`src/rtl/ram_byte_wr_packer_if.sv`:
```
// Byte-stream input and RAM write-port output bundle for ram_byte_wr_packer.
// The slave modport is the packer; the master modport is whoever feeds it.
interface ram_byte_wr_packer_if #(
    parameter int ADDR_W = 9,
    parameter int DATA_W = 32
);
    localparam int LANES = DATA_W / 8;

    logic              i_start;
    logic [ADDR_W-1:0] i_base_addr;
    logic              i_stall;
    logic [7:0]        i_in_data;
    logic              i_in_valid;
    logic              i_in_last;
    logic              o_in_ready;
    logic [ADDR_W-1:0] o_wa;
    logic [DATA_W-1:0] o_wd;
    logic [LANES-1:0]  o_wen;
    logic              o_wclk_en;
    logic              o_done;
    logic              o_busy;
    logic              o_wrapped;
    logic [ADDR_W:0]   o_words;

    modport slave (
        input  i_start, i_base_addr, i_stall, i_in_data, i_in_valid, i_in_last,
        output o_in_ready, o_wa, o_wd, o_wen, o_wclk_en, o_done, o_busy,
               o_wrapped, o_words
    );

    modport master (
        output i_start, i_base_addr, i_stall, i_in_data, i_in_valid, i_in_last,
        input  o_in_ready, o_wa, o_wd, o_wen, o_wclk_en, o_done, o_busy,
               o_wrapped, o_words
    );
endinterface

```
`src/rtl/ram_byte_wr_packer.sv`:
```
// Packs a valid/ready byte stream into little-endian RAM words and issues
// byte-enabled writes at an auto-incrementing, wrapping word address.
module ram_byte_wr_packer #(
    parameter int ADDR_W = 9,
    parameter int DEPTH  = 2 ** ADDR_W,
    parameter int DATA_W = 32
) (
    input  logic                  i_clk,
    input  logic                  i_rst_n,
    ram_byte_wr_packer_if.slave   bus
);
    localparam int LANES  = DATA_W / 8;
    localparam int LANE_W = $clog2(LANES);

    typedef enum logic {
        IDLE = 1'b0,
        FILL = 1'b1
    } state_t;

    state_t             r_state;
    state_t             w_stateNext;

    logic [ADDR_W-1:0]  r_addr;
    logic [LANE_W-1:0]  r_lane;
    logic [LANES-1:0]   r_mask;
    logic [DATA_W-1:0]  r_asmWord;

    logic [ADDR_W-1:0]  r_wa;
    logic [DATA_W-1:0]  r_wd;
    logic [LANES-1:0]   r_wen;
    logic               r_wclkEn;
    logic               r_done;
    logic               r_wrapped;
    logic [ADDR_W:0]    r_words;

    logic               w_inReady;
    logic               w_accept;
    logic               w_wordDone;
    logic               w_atTop;
    logic [DATA_W-1:0]  w_wordNext;
    logic [LANES-1:0]   w_maskNext;

    // Start always wins over a byte offered in the same cycle.
    assign w_inReady  = (r_state == FILL) & ~bus.i_start & ~bus.i_stall;
    assign w_accept   = w_inReady & bus.i_in_valid;
    assign w_wordDone = w_accept & ((r_lane == LANE_W'(LANES - 1)) | bus.i_in_last);
    assign w_atTop    = (r_addr == ADDR_W'(DEPTH - 1));

    always_comb begin
        w_wordNext = r_asmWord;
        w_maskNext = r_mask;
        w_wordNext[{r_lane, 3'b000} +: 8] = bus.i_in_data;
        w_maskNext[r_lane] = 1'b1;
    end

    always_ff @(posedge i_clk or negedge i_rst_n) begin
        if (!i_rst_n) begin
            r_state <= IDLE;
        end else begin
            r_state <= w_stateNext;
        end
    end

    always_comb begin
        w_stateNext = r_state;
        case (r_state)
            IDLE: begin
                if (bus.i_start) begin
                    w_stateNext = FILL;
                end
            end
            FILL: begin
                if (bus.i_start) begin
                    w_stateNext = FILL;
                end else if (w_accept && bus.i_in_last) begin
                    w_stateNext = IDLE;
                end
            end
            default: w_stateNext = IDLE;
        endcase
    end

    // Strobe, enables and Done are one-cycle pulses; WA/WD keep their last value.
    always_ff @(posedge i_clk or negedge i_rst_n) begin
        if (!i_rst_n) begin
            r_addr    <= '0;
            r_lane    <= '0;
            r_mask    <= '0;
            r_asmWord <= '0;
            r_wa      <= '0;
            r_wd      <= '0;
            r_wen     <= '0;
            r_wclkEn  <= 1'b0;
            r_done    <= 1'b0;
            r_wrapped <= 1'b0;
            r_words   <= '0;
        end else begin
            r_wclkEn <= 1'b0;
            r_wen    <= '0;
            r_done   <= 1'b0;
            if (bus.i_start) begin
                r_addr    <= bus.i_base_addr;
                r_lane    <= '0;
                r_mask    <= '0;
                r_asmWord <= '0;
                r_wrapped <= 1'b0;
                r_words   <= '0;
            end else if (w_wordDone) begin
                r_wclkEn  <= 1'b1;
                r_wa      <= r_addr;
                r_wd      <= w_wordNext;
                r_wen     <= w_maskNext;
                r_done    <= bus.i_in_last;
                r_addr    <= w_atTop ? '0 : r_addr + ADDR_W'(1);
                r_lane    <= '0;
                r_mask    <= '0;
                r_asmWord <= '0;
                if (w_atTop) begin
                    r_wrapped <= 1'b1;
                end
                if (r_words != (ADDR_W + 1)'(DEPTH)) begin
                    r_words <= r_words + (ADDR_W + 1)'(1);
                end
            end else if (w_accept) begin
                r_lane    <= r_lane + LANE_W'(1);
                r_mask    <= w_maskNext;
                r_asmWord <= w_wordNext;
            end
        end
    end

    assign bus.o_in_ready = w_inReady;
    assign bus.o_wa       = r_wa;
    assign bus.o_wd       = r_wd;
    assign bus.o_wen      = r_wen;
    assign bus.o_wclk_en  = r_wclkEn;
    assign bus.o_done     = r_done;
    assign bus.o_busy     = (r_state == FILL);
    assign bus.o_wrapped  = r_wrapped;
    assign bus.o_words    = r_words;
endmodule

```
`src/flat_wrapper.sv`:
```
// flat-port wrapper written by rule: the top's interface ports become plain ports
module ram_byte_wr_packer_flat 
#(
    parameter int ADDR_W = 9,
    parameter int DEPTH  = 2 ** ADDR_W,
    parameter int DATA_W = 32
)
  (i_clk, i_rst_n, bus_i_start, bus_i_base_addr, bus_i_stall, bus_i_in_data, bus_i_in_valid, bus_i_in_last, bus_o_in_ready, bus_o_wa, bus_o_wd, bus_o_wen, bus_o_wclk_en, bus_o_done, bus_o_busy, bus_o_wrapped, bus_o_words);
  ram_byte_wr_packer_if #(.ADDR_W(ADDR_W), .DATA_W(DATA_W)) bus_i ();
  input  logic i_clk;
  input  logic i_rst_n;
  input wire logic [$bits(bus_i.i_start)-1:0] bus_i_start;
  input wire logic [$bits(bus_i.i_base_addr)-1:0] bus_i_base_addr;
  input wire logic [$bits(bus_i.i_stall)-1:0] bus_i_stall;
  input wire logic [$bits(bus_i.i_in_data)-1:0] bus_i_in_data;
  input wire logic [$bits(bus_i.i_in_valid)-1:0] bus_i_in_valid;
  input wire logic [$bits(bus_i.i_in_last)-1:0] bus_i_in_last;
  output wire logic [$bits(bus_i.o_in_ready)-1:0] bus_o_in_ready;
  output wire logic [$bits(bus_i.o_wa)-1:0] bus_o_wa;
  output wire logic [$bits(bus_i.o_wd)-1:0] bus_o_wd;
  output wire logic [$bits(bus_i.o_wen)-1:0] bus_o_wen;
  output wire logic [$bits(bus_i.o_wclk_en)-1:0] bus_o_wclk_en;
  output wire logic [$bits(bus_i.o_done)-1:0] bus_o_done;
  output wire logic [$bits(bus_i.o_busy)-1:0] bus_o_busy;
  output wire logic [$bits(bus_i.o_wrapped)-1:0] bus_o_wrapped;
  output wire logic [$bits(bus_i.o_words)-1:0] bus_o_words;
  assign bus_i.i_start = bus_i_start;
  assign bus_i.i_base_addr = bus_i_base_addr;
  assign bus_i.i_stall = bus_i_stall;
  assign bus_i.i_in_data = bus_i_in_data;
  assign bus_i.i_in_valid = bus_i_in_valid;
  assign bus_i.i_in_last = bus_i_in_last;
  assign bus_o_in_ready = bus_i.o_in_ready;
  assign bus_o_wa = bus_i.o_wa;
  assign bus_o_wd = bus_i.o_wd;
  assign bus_o_wen = bus_i.o_wen;
  assign bus_o_wclk_en = bus_i.o_wclk_en;
  assign bus_o_done = bus_i.o_done;
  assign bus_o_busy = bus_i.o_busy;
  assign bus_o_wrapped = bus_i.o_wrapped;
  assign bus_o_words = bus_i.o_words;
  ram_byte_wr_packer #(.ADDR_W(ADDR_W), .DEPTH(DEPTH), .DATA_W(DATA_W)) u_core (.i_clk(i_clk), .i_rst_n(i_rst_n), .bus(bus_i));
endmodule
```
`config.mk`:
```
export PLATFORM = sky130hd
export DESIGN_NAME = ram_byte_wr_packer_flat
export DESIGN_NICKNAME = d
export VERILOG_FILES = /design/src/rtl/ram_byte_wr_packer_if.sv /design/src/rtl/ram_byte_wr_packer.sv /design/src/flat_wrapper.sv
export SDC_FILE = /design/constraint.sdc
export NUM_CORES = 1
export LEC_CHECK = 0
export BUFFER_PORTS_ARGS = -buffer_cell sky130_fd_sc_hd__buf_2
export CORE_MARGIN = 2
export CORE_UTILIZATION = 40
export DETAILED_ROUTE_END_ITERATION = 12
export PLACE_DENSITY_LB_ADDON = 0.1
export SLEW_MARGIN = 20
export SYNTH_ARGS = -nofsm -noshare
export SYNTH_HDL_FRONTEND = slang
export SYNTH_SLANG_ARGS = --single-unit
```
`constraint.sdc`:
```
create_clock -name i_clk -period 3.5 [get_ports i_clk]
set_input_delay 0.7 -clock i_clk [delete_from_list [all_inputs] [get_ports i_clk]]
set_output_delay 0.7 -clock i_clk [all_outputs]
set_load 0.1 [all_outputs]
```
== After elaboration in Yosys (flattened, before gate mapping) ==
Index checks and enable logic that the tools add are counted.

* Output and inout port bits: 60
* Bits in registers: 106

* Shift-type cells: 2
* $add $sub $neg: 4
* Magnitude comparators: 2
* Muxes and demuxes: 31
* Eq/ne operators: 3
* Reductions and logical operators: 9
* Bitwise logic cells: 9

{| class="wikitable"
|+ Operators by type and width
! kind !! number
|-
| 32-bit 2-to-1 mux || 3
|-
| 32-bit bitwise mux || 1
|-
| 8-bit by 7-bit variable shift with 32-bit output (first input constant) || 1
|-
| 8-bit by 7-bit variable part select with 32-bit output || 1
|-
| 10-bit 2-to-1 mux || 3
|-
| 9-bit 2-to-1 mux || 3
|-
| 4-bit 2-to-1 mux || 5
|-
| 1-bit 2-to-1 mux || 11
|-
| 10-bit by 1-bit adder with 10-bit output (second input constant) || 1
|-
| 10-bit inequality test (second input constant) || 1
|-
| 9-bit by 1-bit adder with 9-bit output (second input constant) || 1
|-
| 9-bit == test (second input constant) || 1
|-
| 5-bit negation with 7-bit output || 1
|-
| 2-bit 2-to-1 mux || 3
|-
| 2-bit AND reduction || 3
|-
| 2-bit nonzero test || 3
|-
| 1-bit bitwise AND || 4
|-
| 4-bit bitwise OR || 1
|-
| 2-bit by 3-bit < comparator with 1-bit output (second input constant) || 1
|-
| 1-bit inverter || 3
|-
| 3-bit nonzero test || 1
|-
| 2-bit by 1-bit adder with 2-bit output (second input constant) || 1
|-
| 1-bit demux with 2-bit select || 1
|-
| 2-bit == test (second input constant) || 1
|-
| other kinds (4) || 5
|}

== Logic depth before layout (Yosys ltp) ==
* Word-level depth: 8
* Depth in mapped cells: 9

== Worst setup path after synthesis ==
OpenSTA, ideal clock, no wires.

* Kind: register -> output
* Start: register u_core.r_state (netlist: u_core.bus.o_busy)
* End: output port bus_o_in_ready
* Stages on the path, launching flop included: 3
* Slack: -0.406 ns
* Arrival time: 3.206 ns
* Cell sequence: dfrtp_1 > inv_1 > nor3_1

* Cells in the longest elaborated chain, start to end: 2

{| class="wikitable"
|+ RTL lines
! element !! line !! RTL
|-
| start, declared || ram_byte_wr_packer.sv:20 || <nowiki>state_t r_state;</nowiki>
|-
| start signal, assigned || ram_byte_wr_packer.sv:60 || <nowiki>r_state <= w_stateNext;</nowiki>
|-
| 1-bit bitwise AND (2 in series) || ram_byte_wr_packer.sv:44 || <nowiki>assign w_inReady = (r_state == FILL) & ~bus.i_start & ~bus.i_stall;</nowiki>
|-
| end, declared || flat_wrapper.sv:18 || <nowiki>output wire logic [$bits(bus_i.o_in_ready)-1:0] bus_o_in_ready;</nowiki>
|}

Every way passes these cells.

== Final worst setup path ==
* Start: register u_core.r_lane[0]
* End: register u_core.r_asmWord[26]

* Cells in the longest elaborated chain, start to end: 6

{| class="wikitable"
|+ RTL lines
! element !! line !! RTL
|-
| start, declared || ram_byte_wr_packer.sv:24 || <nowiki>logic [LANE_W-1:0] r_lane;</nowiki>
|-
| start signal, assigned || ram_byte_wr_packer.sv:125 || <nowiki>r_lane <= r_lane + LANE_W'(1);</nowiki>
|-
| 5-bit negation with 7-bit output || ram_byte_wr_packer.sv:52 || <nowiki>w_wordNext[{r_lane, 3'b000} +: 8] = bus.i_in_data;</nowiki>
|-
| 8-bit by 7-bit variable part select with 32-bit output / 8-bit by 7-bit variable shift with 32-bit output (equally long branches) || ram_byte_wr_packer.sv:52 ||
|-
| 32-bit bitwise mux || ram_byte_wr_packer.sv:52 ||
|-
| 32-bit 2-to-1 mux || ram_byte_wr_packer.sv:124 || <nowiki>end else if (w_accept) begin</nowiki>
|-
| 32-bit 2-to-1 mux || ram_byte_wr_packer.sv:108 || <nowiki>end else if (w_wordDone) begin</nowiki>
|-
| 32-bit 2-to-1 mux || ram_byte_wr_packer.sv:101 || <nowiki>if (bus.i_start) begin</nowiki>
|-
| end signal, assigned || ram_byte_wr_packer.sv:127 || <nowiki>r_asmWord <= w_wordNext;</nowiki>
|-
| end, declared || ram_byte_wr_packer.sv:26 || <nowiki>logic [DATA_W-1:0] r_asmWord;</nowiki>
|}

Several ways; a longest one is shown, not always the timed one. The select of a mux whose other input is x is not followed.
A chain may end at the register's enable or synchronous reset.

==> flow_summary.yaml <==
outcome:
  status: "complete, but fails checks"
  violations: "design-rule violations"
detailed_routing:
  post-route-drc-count: 6
  wl_per_cell_um: 17.0
  ant_nets: 0
  num_vias: 3761
  via_per_inst: 5.51
  drt_iter0_drc: 184
  drtPass1Iterations: 8
  drt-total-wl_mm: 11.6
run:
  cap_violations: 0
timing:
  tightestPinTransition_ns: 0.793
  whs_ns: 0.395
  clock.fmax_mhz: 362
  relSlewSlack: 0.469
  finClkSkew_ns: 0.00358
  slew_violations: 0
  worst_slack_ns: 0.734
  period_needed_ns: 2.77
  fin_setup_tns_ns: 0
  grt_setup_unrepaired: "no"
  hold_violations: 0
  finalSetupViolCount: 0
  fin_crit_sh: 0.790
grt:
  grt_pass1_vias: 3632
  grt_max_degree: 107
  grt_usage: 0.190
  overflow: 0
  grt_pass1_wl_mm: 19.1
  antenna_found_initial: 0
place:
  portBuffers: 82
  dp_cells: 667
  dpl_cell_area_mm2: 0.00530
  dp_hpwl_mm: 7.95
  gp_congestion: 0.796
  place_ws_ns: 0.686
cts:
  ctsHtreeMaxLevel: 3
  cts_tree: "yes"
  clk_latency_ns: 0.35
  cts_hold_buffers: 0
  cts_buffers: 9
  cts_sinks: 106
  post-cts-setup-buffers: 0
  cts_root_buf: "clkbuf_16"
  clockBufferDepth: 2
  cts.clk_slew.worst_paths_ns: 0.07
  cts-resized-gates: 0
logic_synthesis:
  synthFlopType: "dfrtp_1"
  synth.cell_area_mm2: 0.00476
  synth_seq_cells: 106
  synth_top_area_frac: 0.557
  syn_inst: 463
  yosys_warnings: 0
  synth_edf_count: 0
  synth.distinct_cells: 54
  syn_nets: 498
  synth.avg_cell_area_um2: 10.3
  async_flop_share: 1.00
  yosysSeqAreaShare: 0.557
  yosysTopAreaCell: "dfrtp_1"
  synth.area.top_cells: "dfrtp_1 56%, nor2_1 6.5%, a22o_1 5.7%"
final_layout:
  num-nets-final: 570
  num_antenna_cells: 0
  fin_area_mm2: 0.00557
  layout-drive-gt1-share: 0.217
  fin_cells: 682
  mostFrequentLayoutCell: "dfrtp_1"
  syn_to_final_growth_pct: 17.1
  mostFrequentLayoutCells: "106 x dfrtp_1, 83 x nor2_1, 81 x buf_2, 55 x nand2_1, 31 x a22o_1"
  final_util: 0.484
floorplanning:
  die_h_um: 113
  io_pins: 83
  rows: 39
  initial_core_util: 0.413
  dieArea_mm2: 0.0128
  die_w_um: 113
  core_mm2: 0.0115
power:
  design_power_total_mw: 3.39
  leakagePower_nw: 2.62
  cellPowerDensity_mw_per_mm2: 609
  ir_worst_vdd_v: 0.000350
critical_path:
  worstSetupStartpointType: "flip-flop"
  critPathArrivalTime_ns: 3.05
  crit_type: "flip-flop to flip-flop"
  path_max_fanout: 13
  crit_path_end_kind: "flip-flop"
  reg2reg_slack_ns: 0.73
  required_ns: 3.78
min_path:
  worstHoldPathType: "input pin to asynchronous set/reset pin"
## routing by layer
layer  global-route usage  routed length (um)
met3               0.0337                 523
met1                0.286                5780
met2                0.270                5070
met4               0.0821                 194
met5                    0                   0
## cell usage after synthesis (all sizes together), types with 2 or more instances
library cell  instances
inv                  11
nand3                 6
and4                  2
or2                   2
o211ai                3
buf                  10
or4                   2
nor4b                 3
a2bb2oi               3
nand2                55
and2                  5
clkbuf               19
xnor2                 4
or3                   5
mux2i                 2
nor2                 83
o31ai                 5
nand4                 2
o21ai                16
a22o                 31
o32ai                 2
a31oi                 3
nor3                  6
ha                   12
a21oi                 8
nor4                  5
nand3b                3
a32oi                 3
a221oi               28
dfrtp               106
clkinv                2
## power by group
part           leakage (nW)  switching [mW]  internal (mW)
Clock                 0.123           0.451          0.480
Combinational          1.12           0.907          0.160
Sequential             1.38          0.0647           1.33
Total                  2.62            1.42           1.97
## state kept, by name, summed over array words and instances, names as in the netlist, 2 cells and up
register            flops
u_core.r_lane           2
u_core.r_addr           9
u_core.bus.o_words     10
u_core.r_mask           4
u_core.bus.o_wa         9
u_core.r_asmWord       32
u_core.bus.o_wd        32
u_core.bus.o_wen        4
## critical path: stages, from the launching register on
cell and delay [ns]:
dfrtp_1 0.49, ha_1 0.30, nor2_1 0.62, nand2_1 0.40, nor3_1 0.67, a22o_1 0.22
## final timing paths
| path | startpoint | endpoint | cells past startpoint |
|---|---|---|---|
| min in group i_clk | u_core.bus.o_wa[2]$_DFFE_PN0P_ | u_core.bus.o_wa[2]$_DFFE_PN0P_ | 2 |
| worst min-delay path | i_rst_n | u_core.bus.o_wa[3]$_DFFE_PN0P_ | 2 |
| max in group asynchronous | i_rst_n | u_core.bus.o_wd[3]$_DFFE_PN0P_ | 2 |
| worst max register to register | u_core.r_lane[0]$_DFFE_PN0P_ | u_core.r_asmWord[26]$_DFFE_PN0P_ | 5 |
| worst max-delay path | u_core.r_lane[0]$_DFFE_PN0P_ | u_core.r_asmWord[26]$_DFFE_PN0P_ | 5 |
| worst min register to register | u_core.bus.o_wa[2]$_DFFE_PN0P_ | u_core.bus.o_wa[2]$_DFFE_PN0P_ | 2 |
## final cells by class
type                            count  area (um2)
Inverter                           13        48.8
Tap cell                          143         179
Timing Repair Buffer               90         485
Clock inverter                      6        45.0
Clock buffer                        9         225
Multi-Input combinational cell    315        1940
Fill cell                        1132        5940
Sequential cell                   106        2650
## kinds of logic (layout without fill, tap and decap cells)
family                   after synthesis  after routing  share of synthesized area
AO/OA/AOI/OAI                        111            111                      0.182
AND/OR/NAND/NOR                      185            185                      0.178
flip-flops                           106            106                      0.557
multiplexers                           3              3                    0.00657
XOR/XNOR                               4              4                    0.00736
adder cells (fa/ha/maj)               12             12                     0.0316
buffers and inverters                 42            118                     0.0368
(Power assumes the default switching activity.)
